### src/rtl/mem_req_initiator.sv
// mem_req_initiator: MEM-stage load/store sequencer driving a doubleword data
// memory over a req/ack handshake. Applies byte strobes and lane shifts for
// stores, extracts and sign/zero-extends load data, and stalls the pipeline
// while an access is in flight.
// Optional feature: define MEM_MISALIGN_TRAP_EN to reject misaligned accesses
// with err=1 and no memory transaction. Without it, misaligned accesses proceed.
module mem_req_initiator #(
    parameter int unsigned TIMEOUT = 16
) (
    input  logic        clk,
    input  logic        reset_n,
    input  logic        req_valid,
    output logic        req_ready,
    input  logic        MemRead,
    input  logic        MemWrite,
    input  logic [2:0]  funct3,
    input  logic [63:0] memory_address,
    input  logic [63:0] write_data,
    output logic        stall,
    output logic        resp_valid,
    output logic [63:0] read_data,
    output logic        err,
    output logic        mem_req,
    input  logic        mem_ack,
    output logic        mem_we,
    output logic [63:0] mem_addr,
    output logic [7:0]  mem_wstrb,
    output logic [63:0] mem_wdata,
    input  logic [63:0] mem_rdata
);

    localparam int unsigned CNT_W = 8;
    localparam logic [CNT_W-1:0] CNT_LAST = CNT_W'(TIMEOUT - 1);

    typedef enum logic [1:0] {
        S_IDLE = 2'd0,
        S_REQ  = 2'd1,
        S_DONE = 2'd2
    } state_t;

    state_t             r_state;
    state_t             w_state_nxt;
    logic [CNT_W-1:0]   r_cnt;
    logic [CNT_W-1:0]   w_cnt_nxt;

    // Request fields needed after acceptance for load extraction
    logic [2:0]         r_off;
    logic [1:0]         r_size;
    logic               r_zext;

    logic               w_accept;
    logic               w_is_mem;
    logic [2:0]         w_in_off;
    logic [7:0]         w_strb_base;
    logic [7:0]         w_strb;
    logic [63:0]        w_wdata_sh;
    logic [63:0]        w_rd_sh;
    logic [63:0]        w_load_ext;
    logic [63:0]        w_rd_nxt;
    logic               w_err_nxt;
`ifdef MEM_MISALIGN_TRAP_EN
    logic               w_misalign;
`endif

    assign w_accept = (r_state == S_IDLE) & req_valid;
    assign w_is_mem = MemRead | MemWrite;
    assign w_in_off = memory_address[2:0];

    // Stall covers the acceptance cycle combinationally and every REQ cycle
    assign stall = reset_n & ((r_state == S_REQ) | ((r_state == S_IDLE) & req_valid));

    // Unshifted strobe mask for the access size
    always_comb begin
        w_strb_base = 8'h01;
        case (funct3[1:0])
            2'd0:    w_strb_base = 8'h01;
            2'd1:    w_strb_base = 8'h03;
            2'd2:    w_strb_base = 8'h0F;
            default: w_strb_base = 8'hFF;
        endcase
    end

    // Lane placement; bits shifted past the top of the doubleword are dropped
    assign w_strb     = w_strb_base << w_in_off;
    assign w_wdata_sh = write_data << {w_in_off, 3'b000};

`ifdef MEM_MISALIGN_TRAP_EN
    // Offset must be a multiple of the access size
    always_comb begin
        w_misalign = 1'b0;
        case (funct3[1:0])
            2'd0:    w_misalign = 1'b0;
            2'd1:    w_misalign = w_in_off[0];
            2'd2:    w_misalign = |w_in_off[1:0];
            default: w_misalign = |w_in_off;
        endcase
    end
`endif

    // Load data: align to bit 0 (zero fill from the top), then extend
    assign w_rd_sh = mem_rdata >> {r_off, 3'b000};

    always_comb begin
        w_load_ext = w_rd_sh;
        case (r_size)
            2'd0:    w_load_ext = r_zext ? {56'd0, w_rd_sh[7:0]}  : {{56{w_rd_sh[7]}},  w_rd_sh[7:0]};
            2'd1:    w_load_ext = r_zext ? {48'd0, w_rd_sh[15:0]} : {{48{w_rd_sh[15]}}, w_rd_sh[15:0]};
            2'd2:    w_load_ext = r_zext ? {32'd0, w_rd_sh[31:0]} : {{32{w_rd_sh[31]}}, w_rd_sh[31:0]};
            default: w_load_ext = w_rd_sh;
        endcase
    end

    // FSM state and timeout counter
    always_ff @(posedge clk or negedge reset_n) begin
        if (!reset_n) begin
            r_state <= S_IDLE;
            r_cnt   <= '0;
        end else begin
            r_state <= w_state_nxt;
            r_cnt   <= w_cnt_nxt;
        end
    end

    // Next state, counter and response payload
    always_comb begin
        w_state_nxt = r_state;
        w_cnt_nxt   = r_cnt;
        w_rd_nxt    = '0;
        w_err_nxt   = 1'b0;
        case (r_state)
            S_IDLE: begin
                w_cnt_nxt = '0;
                if (req_valid) begin
                    if (!w_is_mem) begin
                        w_state_nxt = S_DONE;
                    end
`ifdef MEM_MISALIGN_TRAP_EN
                    else if (w_misalign) begin
                        w_state_nxt = S_DONE;
                        w_err_nxt   = 1'b1;
                    end
`endif
                    else begin
                        w_state_nxt = S_REQ;
                    end
                end
            end
            S_REQ: begin
                w_cnt_nxt = r_cnt + CNT_W'(1);
                // An ack on the expiry cycle still counts as success
                if (mem_ack) begin
                    w_state_nxt = S_DONE;
                    w_rd_nxt    = mem_we ? 64'd0 : w_load_ext;
                end else if (r_cnt == CNT_LAST) begin
                    w_state_nxt = S_DONE;
                    w_err_nxt   = 1'b1;
                end
            end
            S_DONE: begin
                w_state_nxt = S_IDLE;
            end
            default: begin
                w_state_nxt = S_IDLE;
            end
        endcase
    end

    // Registered outputs and latched request fields
    always_ff @(posedge clk or negedge reset_n) begin
        if (!reset_n) begin
            req_ready  <= 1'b1;
            mem_req    <= 1'b0;
            resp_valid <= 1'b0;
            read_data  <= '0;
            err        <= 1'b0;
            mem_we     <= 1'b0;
            mem_addr   <= '0;
            mem_wstrb  <= '0;
            mem_wdata  <= '0;
            r_off      <= '0;
            r_size     <= '0;
            r_zext     <= 1'b0;
        end else begin
            req_ready  <= (w_state_nxt == S_IDLE);
            mem_req    <= (w_state_nxt == S_REQ);
            resp_valid <= (w_state_nxt == S_DONE);
            read_data  <= w_rd_nxt;
            err        <= w_err_nxt;
            if (w_accept) begin
                r_off  <= w_in_off;
                r_size <= funct3[1:0];
                r_zext <= funct3[2];
            end
            if (w_accept && (w_state_nxt == S_REQ)) begin
                mem_we    <= MemWrite;
                mem_addr  <= {memory_address[63:3], 3'b000};
                mem_wstrb <= MemWrite ? w_strb : 8'd0;
                mem_wdata <= MemWrite ? w_wdata_sh : 64'd0;
            end else if (w_state_nxt != S_REQ) begin
                mem_we    <= 1'b0;
                mem_addr  <= '0;
                mem_wstrb <= '0;
                mem_wdata <= '0;
            end
        end
    end

endmodule

### config.mk
export PLATFORM = sky130hd
export DESIGN_NAME = mem_req_initiator
export DESIGN_NICKNAME = d
export VERILOG_FILES = /design/src/rtl/mem_req_initiator.sv
export SDC_FILE = /design/constraint.sdc
export NUM_CORES = 1
export LEC_CHECK = 0
export CAP_MARGIN = 20
export CORE_ASPECT_RATIO = 1.25
export CORE_MARGIN = 8
export CORE_UTILIZATION = 45
export DETAILED_ROUTE_END_ITERATION = 7
export PLACE_DENSITY = 0.87
export RECOVER_POWER = 50
export SETUP_SLACK_MARGIN = 0.15
export SKIP_CTS_REPAIR_TIMING = 1
export SLEW_MARGIN = 20
export SYNTH_ARGS = -nofsm -noshare
export SYNTH_HDL_FRONTEND = slang
export SYNTH_SLANG_ARGS = --single-unit
### constraint.sdc
create_clock -name clk -period 2 [get_ports clk]
set_input_delay 0.2 -clock clk [delete_from_list [all_inputs] [get_ports clk]]
set_output_delay 0.2 -clock clk [all_outputs]
set_load 0.005 [all_outputs]
==> flow_metrics.env <==
export IMPL_synth_xor_area_share_pct=0.1591
export IMPL_fillers=1765
export IMPL_die_area_um2=29750
export IMPL_worst_pin_slew_ns=1.400
export IMPL_synth_area_mux_share_pct=14.48
export IMPL_finalHoldViolCount=0
export IMPL_rows=64
export IMPL_crit_chain="or4_4 -> nor2_4 -> nor3_4 -> buf_6 -> buf_12 -> clkbuf_16 -> a22o_1"
export IMPL_synth_seq_cells=218
export IMPL_skew_ns=0.01352
export IMPL_drtPass1Iterations=5
export IMPL_synth_compound_area_share_pct=21.09
export IMPL_ys_flop_type="dfrtp_1"
export IMPL_syn_area_um2=11010
export IMPL_maxSlewViolCount=0
export IMPL_total_power_mw=15.73
export IMPL_place_hpwl_um=33110
export IMPL_antenna_found_initial=0
export IMPL_place_area_um2=15600
export IMPL_fmaxAchievable_ghz=0.5081
export IMPL_root_buffer="clkbuf_16"
export IMPL_vias=10460
export IMPL_grt_pass1_vias=10860
export IMPL_numClockSinks=218
export IMPL_crit_path_max_incr_delay_ns=0.57
export IMPL_rsz0062_at_grt="yes"
export IMPL_fin_crit_ns=1.968
export IMPL_antenna_left=0
export IMPL_grtUsageTotal_pct=28.51
export IMPL_clk_pin_slew_ns=0.06
export IMPL_cp_max_fo=5
export IMPL_routed_via_density=5.880
export IMPL_start_util_pct=45.36
export IMPL_drt_initial_drc_count=705
export IMPL_powerDensity_nw_per_um2=940.1
export IMPL_drcViolationCount=0
export IMPL_end_kind="register"
export IMPL_finalCritPeriodShare_pct=98.40
export IMPL_synthSimpleGateAreaFrac_pct=9.765
export IMPL_setup_violations=0
export IMPL_die_w_um=155.9
export IMPL_status="finished clean"
export IMPL_syn_area_per_cell_um2=10.96
export IMPL_io_pins=407
export IMPL_grt_pass1_wl_um=65290
export IMPL_vdd_ir_drop_max_mv=0.6361
export IMPL_grt_max_degree=110
export IMPL_fp_dieH_um=190.9
export IMPL_async_reset_ff_share_pct=100.0
export IMPL_core_um2=24260
export IMPL_io_buffers=403
export IMPL_finish_utilization_pct=68.97
export IMPL_multi_input_area_um2=5099
export IMPL_cp_start_kind="register"
export IMPL_min_path_type="in2reg"
export IMPL_cp_slowest_cell="or4_4"
export IMPL_drive_gt1_share_pct=14.56
export IMPL_crit_type="reg2reg"
export IMPL_instances_no_fill=1779
export IMPL_antenna_cells=0
export IMPL_timing_slew_headroom_pct=6.684
export IMPL_cap_violations=0
export IMPL_final_nets=1635
export IMPL_synthAdderAreaFrac_pct=0.1137
export IMPL_design_area_um2=16730
export IMPL_final_cell_mix="clkdlybuf4s50_1, dfrtp_1, a22o_1"
export IMPL_area_growth_pct=52.03
export IMPL_worstPathRequired_ns=2.40
export IMPL_synth_top_family_by_area="compound AO/OA/AOI/OAI gates"
export IMPL_p_leak_nw=7.570
export IMPL_overflow=0
export IMPL_cts_made_buffers=22
export IMPL_cts_max_level=1
export IMPL_drt_wl_total_um=45250
export IMPL_yosysUniqueCellTypes=58
export IMPL_synth_edf_count=0
export IMPL_ys_warn_count=0
export IMPL_cts_tree="built"
export IMPL_yosysSeqAreaShare_pct=49.57
export IMPL_arrival_ns=2.37
export IMPL_layout_commonest_cell="clkdlybuf4s50_1"
export IMPL_routabilityCongestion=0.9741
export IMPL_place_inst=1715
export IMPL_synthCells=1004
export IMPL_ff_latch_area_um2=5460
export IMPL_cts_path_max_buffers=3
export IMPL_clk_latency_ns=0.51
export IMPL_post_drt_wl_per_cell_um=25.43
[final cells by class]
cell class	count	area share (%)
Clock buffer	30	3.649
Clock inverter	10	0.7253
Inverter	4	0.08973
Multi-Input combinational cell	691	30.47
Sequential cell	218	32.63
Tap cell	330	2.467
Timing Repair Buffer	496	29.97
[routing by layer]
layer | global-route usage [%] | share of wire (%)
met1 | 32.08 | 35
met2 | 48.99 | 50
met3 | 7.438 | 9.6
met4 | 14.73 | 5.7
met5 | 0 | 0
[per-stage QoR]
stage / setup WS (ns) / TNS [ns] / hold WS (ns)
4_1_cts: -0.3520 / -0.3520 / -0.2322
3_3_place_gp: -0.02046 / -0.1709 / 0.3034
5_1_grt: -0.01777 / -0.1042 / 0.1340
2_1_floorplan: 0.1552 / 0 / -0.09559
6_report: 0.03191 / 0 / 0.1052
3_5_place_dp: -0.06190 / -1.522 / 0.3115
[logic make-up (layout without fill, tap and decap cells)]
family,after synthesis,after routing
buffers and inverters,97,540
AOI/OAI and AO/OA,329,329
other,1,3
and+or+nand+nor,230,230
xor gates and xnor gates,2,2
DFF,218,218
muxes,126,126
adders and majority gates,1,1
[cell usage after synthesis (5+ instances only)]
cell	instances	area, µm²
dfrtp_1	217	5430
a22o_1	106	928.4
nand2_1	86	322.8
a21oi_1	83	415.4
nor2_1	71	266.5
mux2i_1	70	700.7
o21ai_0	50	250.2
a211oi_1	38	285.3
buf_2	36	180.2
clkbuf_1	32	120.1
mux2_2	32	360.4
nor2b_1	25	156.4
mux4_2	23	518.0
nand2b_1	19	118.9
buf_6	10	112.6
a221o_1	8	80.08
buf_1	7	26.28
buf_4	7	52.55
o2bb2ai_1	7	61.31
nand3_1	5	25.02
o32ai_1	5	43.79
[critical path, delay by kind of cell (launching register included)]
| kind | cells | cell delay (ns) |
|---|---|---|
| simple gates | 3 | 0.80 |
| flops | 1 | 0.40 |
| compound gates | 1 | 0.22 |
| buf+inv | 3 | 0.44 |
[registers in the layout, summed over array words and instances, names as in the netlist]
| register | count |
|---|---|
| resp_valid | 1 |
| r_cnt | 8 |
| req_ready | 1 |
| r_state | 2 |
| mem_addr | 61 |
| mem_req | 1 |
| mem_wdata | 64 |
| err | 1 |
| mem_we | 1 |
| r_zext | 1 |
| mem_wstrb | 8 |
| r_size | 2 |
| read_data | 64 |
| r_off | 3 |
[final timing paths]
check	from	endpoint	slack (ns)	cells after the start
worst min-delay path	memory_address[2]	r_off[2]	0.11	3
min in group asynchronous	reset_n	mem_wstrb[3]	0.37	3
max in group asynchronous	reset_n	mem_addr[34]	0.36	3
worst min register to register	mem_wstrb[0]	mem_wstrb[0]	0.48	1
worst max register to register	r_cnt[5]	mem_wdata[31]	0.03	7
worst max-delay path	r_cnt[5]	mem_wdata[31]	0.03	7
[where the power goes]
| part | internal (mW) | switching, mW |
|---|---|---|
| clock | 2.42 | 1.79 |
| sequential | 4.91 | 0.320 |
| combinational | 3.06 | 3.24 |
| total | 10.4 | 5.35 |
(Power assumes the default switching activity.)
